`src/rtl/vga_pixel_fetch.sv`:
```
// Pixel fetch stage behind the VGA timing generator: counts active pixels, reads the
// framebuffer and re-aligns sync/de with the returned colour. Optional macro:
// VGA_PIXEL_FETCH_TEST_PATTERN_EN replaces framebuffer colour with vertical bars.
module vga_pixel_fetch #(
  parameter int H_PIX       = 640,
  parameter int V_PIX       = 480,
  parameter int SCALE_SHIFT = 1,
  parameter int FB_W        = H_PIX >> SCALE_SHIFT,
  parameter int FB_H        = V_PIX >> SCALE_SHIFT,
  parameter int ADDR_W      = $clog2(FB_W * FB_H),
  parameter int PIX_W       = 12,
  parameter int RD_LAT      = 1
) (
  input  logic              clk,
  input  logic              rst,
  input  logic              hs_i,
  input  logic              vs_i,
  input  logic              hs_valid_i,
  input  logic              vs_valid_i,
  output logic [ADDR_W-1:0] fb_addr_o,
  output logic              fb_rd_o,
  input  logic [PIX_W-1:0]  fb_data_i,
  output logic              hs_o,
  output logic              vs_o,
  output logic              de_o,
  output logic [PIX_W-1:0]  rgb_o,
  output logic              frame_start_o
);

  localparam int L  = RD_LAT + 2;
  localparam int XW = (H_PIX > 1) ? $clog2(H_PIX) : 1;
  localparam int YW = (V_PIX > 1) ? $clog2(V_PIX) : 1;

  localparam logic [XW-1:0]     X_LAST   = XW'(H_PIX - 1);
  localparam logic [YW-1:0]     Y_LAST   = YW'(V_PIX - 1);
  localparam logic [YW-1:0]     Y_MASK   = YW'((1 << SCALE_SHIFT) - 1);
  localparam logic [ADDR_W-1:0] ROW_STEP = ADDR_W'(FB_W);

  logic [XW-1:0]     x_cnt;
  logic [YW-1:0]     y_cnt;
  logic [YW-1:0]     y_inc;
  logic [ADDR_W-1:0] row_base;
  logic [ADDR_W-1:0] addr_next;
  logic              hs_valid_prev;
  logic              armed;
  logic              active;
  logic              show;
  logic              line_end;
  logic              frame_first;

  logic [L-1:0]      hs_pipe;
  logic [L-1:0]      vs_pipe;
  logic [L-1:0]      de_pipe;
  logic [L-1:0]      fs_pipe;
  logic [PIX_W-1:0]  pixel_src;

  // Display is held off after reset until a vertical blank has been seen, so a
  // reset in mid-frame never shows a torn partial frame or a stray frame start.
  always_comb begin
    active      = hs_valid_i & vs_valid_i;
    show        = active & armed;
    line_end    = hs_valid_prev & ~hs_valid_i & vs_valid_i;
    frame_first = show & (x_cnt == '0) & (y_cnt == '0);
    addr_next   = row_base + ADDR_W'(x_cnt >> SCALE_SHIFT);
    y_inc       = y_cnt + YW'(1);
  end

  always_ff @(posedge clk or posedge rst) begin
    if (rst) begin
      x_cnt         <= '0;
      y_cnt         <= '0;
      row_base      <= '0;
      hs_valid_prev <= 1'b0;
      armed         <= 1'b0;
      fb_rd_o       <= 1'b0;
      fb_addr_o     <= '0;
    end else begin
      hs_valid_prev <= hs_valid_i;
      if (!vs_valid_i) begin
        armed <= 1'b1;
      end

      if (!hs_valid_i) begin
        x_cnt <= '0;
      end else if (active && (x_cnt != X_LAST)) begin
        x_cnt <= x_cnt + XW'(1);
      end

      // Row base steps by one framebuffer line every 2^SCALE_SHIFT raster lines.
      if (!vs_valid_i) begin
        y_cnt    <= '0;
        row_base <= '0;
      end else if (line_end && (y_cnt != Y_LAST)) begin
        y_cnt <= y_inc;
        if ((y_inc & Y_MASK) == '0) begin
          row_base <= row_base + ROW_STEP;
        end
      end

      fb_rd_o <= active;
      if (active) begin
        fb_addr_o <= addr_next;
      end
    end
  end

  always_ff @(posedge clk or posedge rst) begin
    if (rst) begin
      hs_pipe <= '1;
      vs_pipe <= '1;
      de_pipe <= '0;
      fs_pipe <= '0;
    end else begin
      hs_pipe <= {hs_pipe[L-2:0], hs_i};
      vs_pipe <= {vs_pipe[L-2:0], vs_i};
      de_pipe <= {de_pipe[L-2:0], show};
      fs_pipe <= {fs_pipe[L-2:0], frame_first};
    end
  end

`ifdef VGA_PIXEL_FETCH_TEST_PATTERN_EN
  logic [15:0]      x_wide;
  logic [11:0]      bar_colour;
  logic [PIX_W-1:0] pat_colour;
  logic [PIX_W-1:0] pat_pipe [L-1];

  always_comb begin
    x_wide     = 16'(x_cnt);
    bar_colour = 12'h000;
    case (x_wide[9:7])
      3'd0: bar_colour = 12'hFFF;
      3'd1: bar_colour = 12'hFF0;
      3'd2: bar_colour = 12'h0FF;
      3'd3: bar_colour = 12'h0F0;
      3'd4: bar_colour = 12'hF0F;
      3'd5: bar_colour = 12'hF00;
      3'd6: bar_colour = 12'h00F;
      3'd7: bar_colour = 12'h000;
    endcase
    if ((x_cnt == '0) || (x_cnt == X_LAST) || (y_cnt == '0) || (y_cnt == Y_LAST)) begin
      bar_colour = 12'hFFF;
    end
    pat_colour = PIX_W'(bar_colour);
  end

  // Pattern colour travels alongside de so it lands on the same output cycle.
  always_ff @(posedge clk or posedge rst) begin
    if (rst) begin
      for (int k = 0; k < L - 1; k++) begin
        pat_pipe[k] <= '0;
      end
    end else begin
      pat_pipe[0] <= pat_colour;
      for (int k = 1; k < L - 1; k++) begin
        pat_pipe[k] <= pat_pipe[k-1];
      end
    end
  end

  assign pixel_src = pat_pipe[L-2];
`else
  assign pixel_src = fb_data_i;
`endif

  always_ff @(posedge clk or posedge rst) begin
    if (rst) begin
      rgb_o <= '0;
    end else if (de_pipe[L-2]) begin
      rgb_o <= pixel_src;
    end else begin
      rgb_o <= '0;
    end
  end

  assign hs_o          = hs_pipe[L-1];
  assign vs_o          = vs_pipe[L-1];
  assign de_o          = de_pipe[L-1];
  assign frame_start_o = fs_pipe[L-1];

endmodule

```
`config.mk`:
```
export PLATFORM = sky130hd
export DESIGN_NAME = vga_pixel_fetch
export DESIGN_NICKNAME = d
export VERILOG_FILES = /design/src/rtl/vga_pixel_fetch.sv
export SDC_FILE = /design/constraint.sdc
export NUM_CORES = 1
export LEC_CHECK = 0
export ABC_CLOCK_PERIOD_IN_PS = 5000
export CORE_UTILIZATION = 55
export CTS_CLUSTER_DIAMETER = 120
export DETAILED_ROUTE_END_ITERATION = 10
export HOLD_SLACK_MARGIN = 0.02
export MAX_ROUTING_LAYER = met4
export PLACE_DENSITY_LB_ADDON = 0.25
export SLEW_MARGIN = 10
export SYNTH_ARGS = -nofsm -noshare
export SYNTH_HDL_FRONTEND = slang
export SYNTH_SLANG_ARGS = --single-unit
```
`constraint.sdc`:
```
create_clock -name clk -period 5 [get_ports clk]
set_input_delay 0.5 -clock clk [delete_from_list [all_inputs] [get_ports clk]]
set_output_delay 0.5 -clock clk [all_outputs]
set_load 0.02 [all_outputs]
```
==> metrics.md <==
| Metric | Value |
|---|---|
| CP bufs+invs | 2 |
| Clk_lat worst skew | roughly 0.34 ns |
| Rows | 27 |
| Top achievable clock speed | 450 MHz |
| Synth Register Bits | 74 |
| Die X-Extent | slightly below 80 µm |
| Routability cong. | around 0.87 |
| Status | finished clean |
| Pre-CTS worst setup slack | between 2 and 2.5 ns |
| Sequential fraction of the synthesis area | 57.4% |
| Max VDD drop | 190 µV |
| Initial antenna violation count | 0 |
| Reg2reg setup slack | about 2.9 ns |
| Slew headroom | just over 40% |
| Antenna viol nets, final | 0 |
| Crit end category | register |
| Antenna Cells | 0 |
| Slew @ Worst Pin | roughly 0.89 ns |
| Avg Cell Area, Syn | 11.1 µm² |
| Share of the synthesized area in the top cell type | between 50 and 60% |
| Critical Path RT | around 5.2 ns |
| CP max-delay cell | clkdlybuf4s50_1 |
| CP Launch Type | primary input |
| Largest area contributor in the netlist | dfrtp_1 |
| Post-synth design cell area | ~3200 µm² |
| TritonCTS Buffers | 9 |
| Final Cell Area | approximately 4000 µm² |
| Top sig layer | met4 |
| DRC viols | 0 |
| Initial core utilization | between 50% and 60% |
| Top post-synthesis cells by area | dfrtp_1 (52%), dfstp_2 (4.9%), xnor2_1 (3.8%) |
| P&R area growth vs syn | 23.7% |
| CP Depth | 4 |
| Area of the core | 5610 µm² |
| Final worst slack | approximately 2.8 ns |
| Final setup violation count | 0 |
| Pin count of the biggest net entering global routing | 75 |
| CP cell instances | clkdlybuf4s50_1, nand2_1, clkinv_1, mux2_2 |
| Minimum clock period | roughly 2.2 ns |
| CP delay by family, top | buffers and inverters |
| Post-synthesis xor/xnor area fraction | 5.94% |
| Yosys Warn Count | 0 |
| Ports | between 50 and 60 |
| Sink Count | 74 |
| First DRT Iteration DRCs | between 90 and 100 |
| Post-DR vias/cell | between 5 and 6 |
| Metal-1 WL | ~2900 µm |
| Mux cell area share after synthesis | around 2.4% |
| RSZ-0062 raised after global routing | false |
| Post-CTS setup buffer count | 0 |
| Hold wc startpoint | fs_pipe[1] |
| Final hold viol count | 0 |
| Tot GR Track Use | around 24% |
| CP Class | primary input to register |
| Post-CTS Resized | 0 |
| Post-synthesis compound-gate area fraction | 11.8% |
| Number of distinct library cells after synthesis | 47 |
| R2r startpoint | y_cnt[0] |
| Post-layout util | between 70% and 80% |
| WL/cell | 15.2 µm |
| Share of layout cells above drive strength 1 | 9.63% |
| Crit path max fanout | 24 |
| Worst Path Arrival | ~2.5 ns |
| Total global routing overflow | 0 |
| Synth Area in Adders | between 3 and 4% |
| Setup TNS after final layout | 0 ns |
| Net Count, Synth | between 300 and 400 |
| Cts hold-fix bufs | 0 |
| DR vias | between 2000 and 2500 |
| Dpl cell area | approximately 3800 µm² |
| DR WL met2 | about 3000 µm |
| Worst-path clk slew | 0.08 ns |
| PwrDens | roughly 290 nW/µm² |
| CTS tree | yes |
| Max-slew violations | 0 |
| Die ar. | about 6200 µm² |
| Pleak | around 0.0017 µW |
| Period Utilization, post-route | 44.4% |
| Die H | 78.8 µm |
| First-pass GRT wire length | between 10000 and 15000 µm |
| R2R depth | 5 |
| Worst R2R End | row_base[15] |
| Root buf cell | clkbuf_8 |
| Nets | around 370 |
| Synth Instances | just under 300 |
| Largest family of logic cells by synthesized area | simple AND/OR/NAND/NOR gates |
| Port bufs | 51 |
| Clock Skew | about 0.0054 ns |
| Max_cap viols | 0 |
| Sum of net half-perimeters after detailed placement | approximately 4600 µm |
| End of the worst hold path | fs_pipe[2] |
| Vias in the first global route | about 2200 |
| CTS max path bufs | 2 |
| Worst min path class | register to register |
| DR pass1 iterations | 4 |
| CTS H-tree depth | 3 |
| Crit-path max cell delay | roughly 0.57 ns |
| Final WL | about 6500 µm |
| WL met3 | approximately 470 µm |
| Hold depth | 0 |
| Post-synthesis simple-gate area fraction | 17.1% |
## worst max path at each step
stage,from,end,slack (ns)
2_1_floorplan,rst,armed,2.63
3_3_place_gp,hs_valid_i,fb_addr_o[5],2.50
3_5_place_dp,hs_valid_i,fb_addr_o[5],2.43
4_1_cts,vs_valid_i,fb_addr_o[5],2.79
5_1_grt,hs_valid_i,fb_addr_o[6],2.61
6_report,hs_valid_i,fb_addr_o[5],2.78
## metal layers
metal | track usage (%) | vias to the layer above
li1 | - | 1149
met1 | 31.6 | 1117
met2 | 36.3 | 86
met3 | 6.32 | 13
met4 | 8.89 | 0
met5 | - | -
## synthesized netlist by cell type (all sizes together)
library cell  instances
dfrtp                68
nand2                22
o21ai                20
nor2                 18
a21oi                16
and2                 14
xnor2                14
inv                  11
or3                   9
clkbuf                8
ha                    8
nand3                 8
o31ai                 8
xor2                  8
nand4                 7
dfstp                 6
mux2                  5
nor3                  5
or4                   5
a2111oi               3
a211oi                3
mux2i                 2
nand2b                2
nor4                  2
nor4b                 2
o211ai                2
a211o                 1
a21boi                1
a21o                  1
a31oi                 1
and3                  1
and3b                 1
and4                  1
and4b                 1
clkinv                1
nand3b                1
nand4b                1
nor2b                 1
o2111ai               1
o21a                  1
o32ai                 1
o41ai                 1
or3b                  1
## metrics by stage
stage	hold slack (ns)	power, µW	cells
finish	0.351	1160	425
global route	0.356	1210	425
CTS	0.353	1170	425
detailed placement	0.335	732	409
global placement	0.333	730	409
floorplan	0.331	686	293
## worst register-to-register path: stages, from the launching register on
cell,delay (ns)
dfrtp_1,0.44
ha_1,0.28
and4_1,0.20
a211o_1,0.38
or4_1,0.53
a21oi_1,0.15
## cells by family (layout without fill, tap and decap cells)
family | Yosys count | in the layout
simple gates | 102 | 102
flops | 74 | 74
compound gates | 60 | 60
xor+xnor | 22 | 22
buf+inv | 20 | 80
fa+ha+maj | 8 | 8
mux | 7 | 7
## flip-flops by register name (all words and copies together) (netlist names)
| signal | flops |
|---|---|
| de_pipe | 3 |
| vs_pipe | 3 |
| fb_rd_o | 1 |
| hs_valid_prev | 1 |
| row_base | 11 |
| armed | 1 |
| hs_pipe | 3 |
| rgb_o | 12 |
| y_cnt | 9 |
| x_cnt | 10 |
| fs_pipe | 3 |
| fb_addr_o | 17 |
## cell type report
class	instances	area (µm²)
Tap cell	72	90.1
Multi-Input combinational cell	199	1310
Inverter	12	45.0
Clock buffer	9	124
Fill cell	412	1600
Sequential cell	74	1860
Timing Repair Buffer	52	518
Clock inverter	7	70.1
## cells in the final DEF, fill, tap and decap left out, types with 2 or more instances in the layout
cell type / Yosys / routed
a2111oi_0: 3 / 3
a211oi_1: 3 / 3
a21oi_1: 16 / 16
and2_1: 14 / 14
clkbuf_8: 0 / 9
clkdlybuf4s50_1: 0 / 51
clkinv_2: 0 / 2
clkinvlp_4: 0 / 4
dfrtp_1: 68 / 68
dfstp_2: 6 / 6
ha_1: 8 / 8
inv_1: 11 / 10
mux2_2: 5 / 5
mux2i_1: 2 / 2
nand2_1: 22 / 22
nand2b_1: 2 / 2
nand3_1: 8 / 8
nand4_1: 7 / 7
nor2_1: 18 / 18
nor3_1: 5 / 5
nor4_1: 2 / 2
nor4b_1: 2 / 2
o211ai_1: 2 / 2
o21ai_0: 19 / 19
o31ai_1: 7 / 7
or3_1: 7 / 7
or3_2: 2 / 2
or4_1: 5 / 5
xnor2_1: 14 / 14
xor2_1: 8 / 8
## report_power, final
group	internal (µW)	total, µW	switching [µW]
Clock	228	442	214
Sequential	617	628	11.1
Combinational	40.8	91.8	51.0
Total	885	1160	276
No activity file was read; power rests on OpenSTA's default activity.
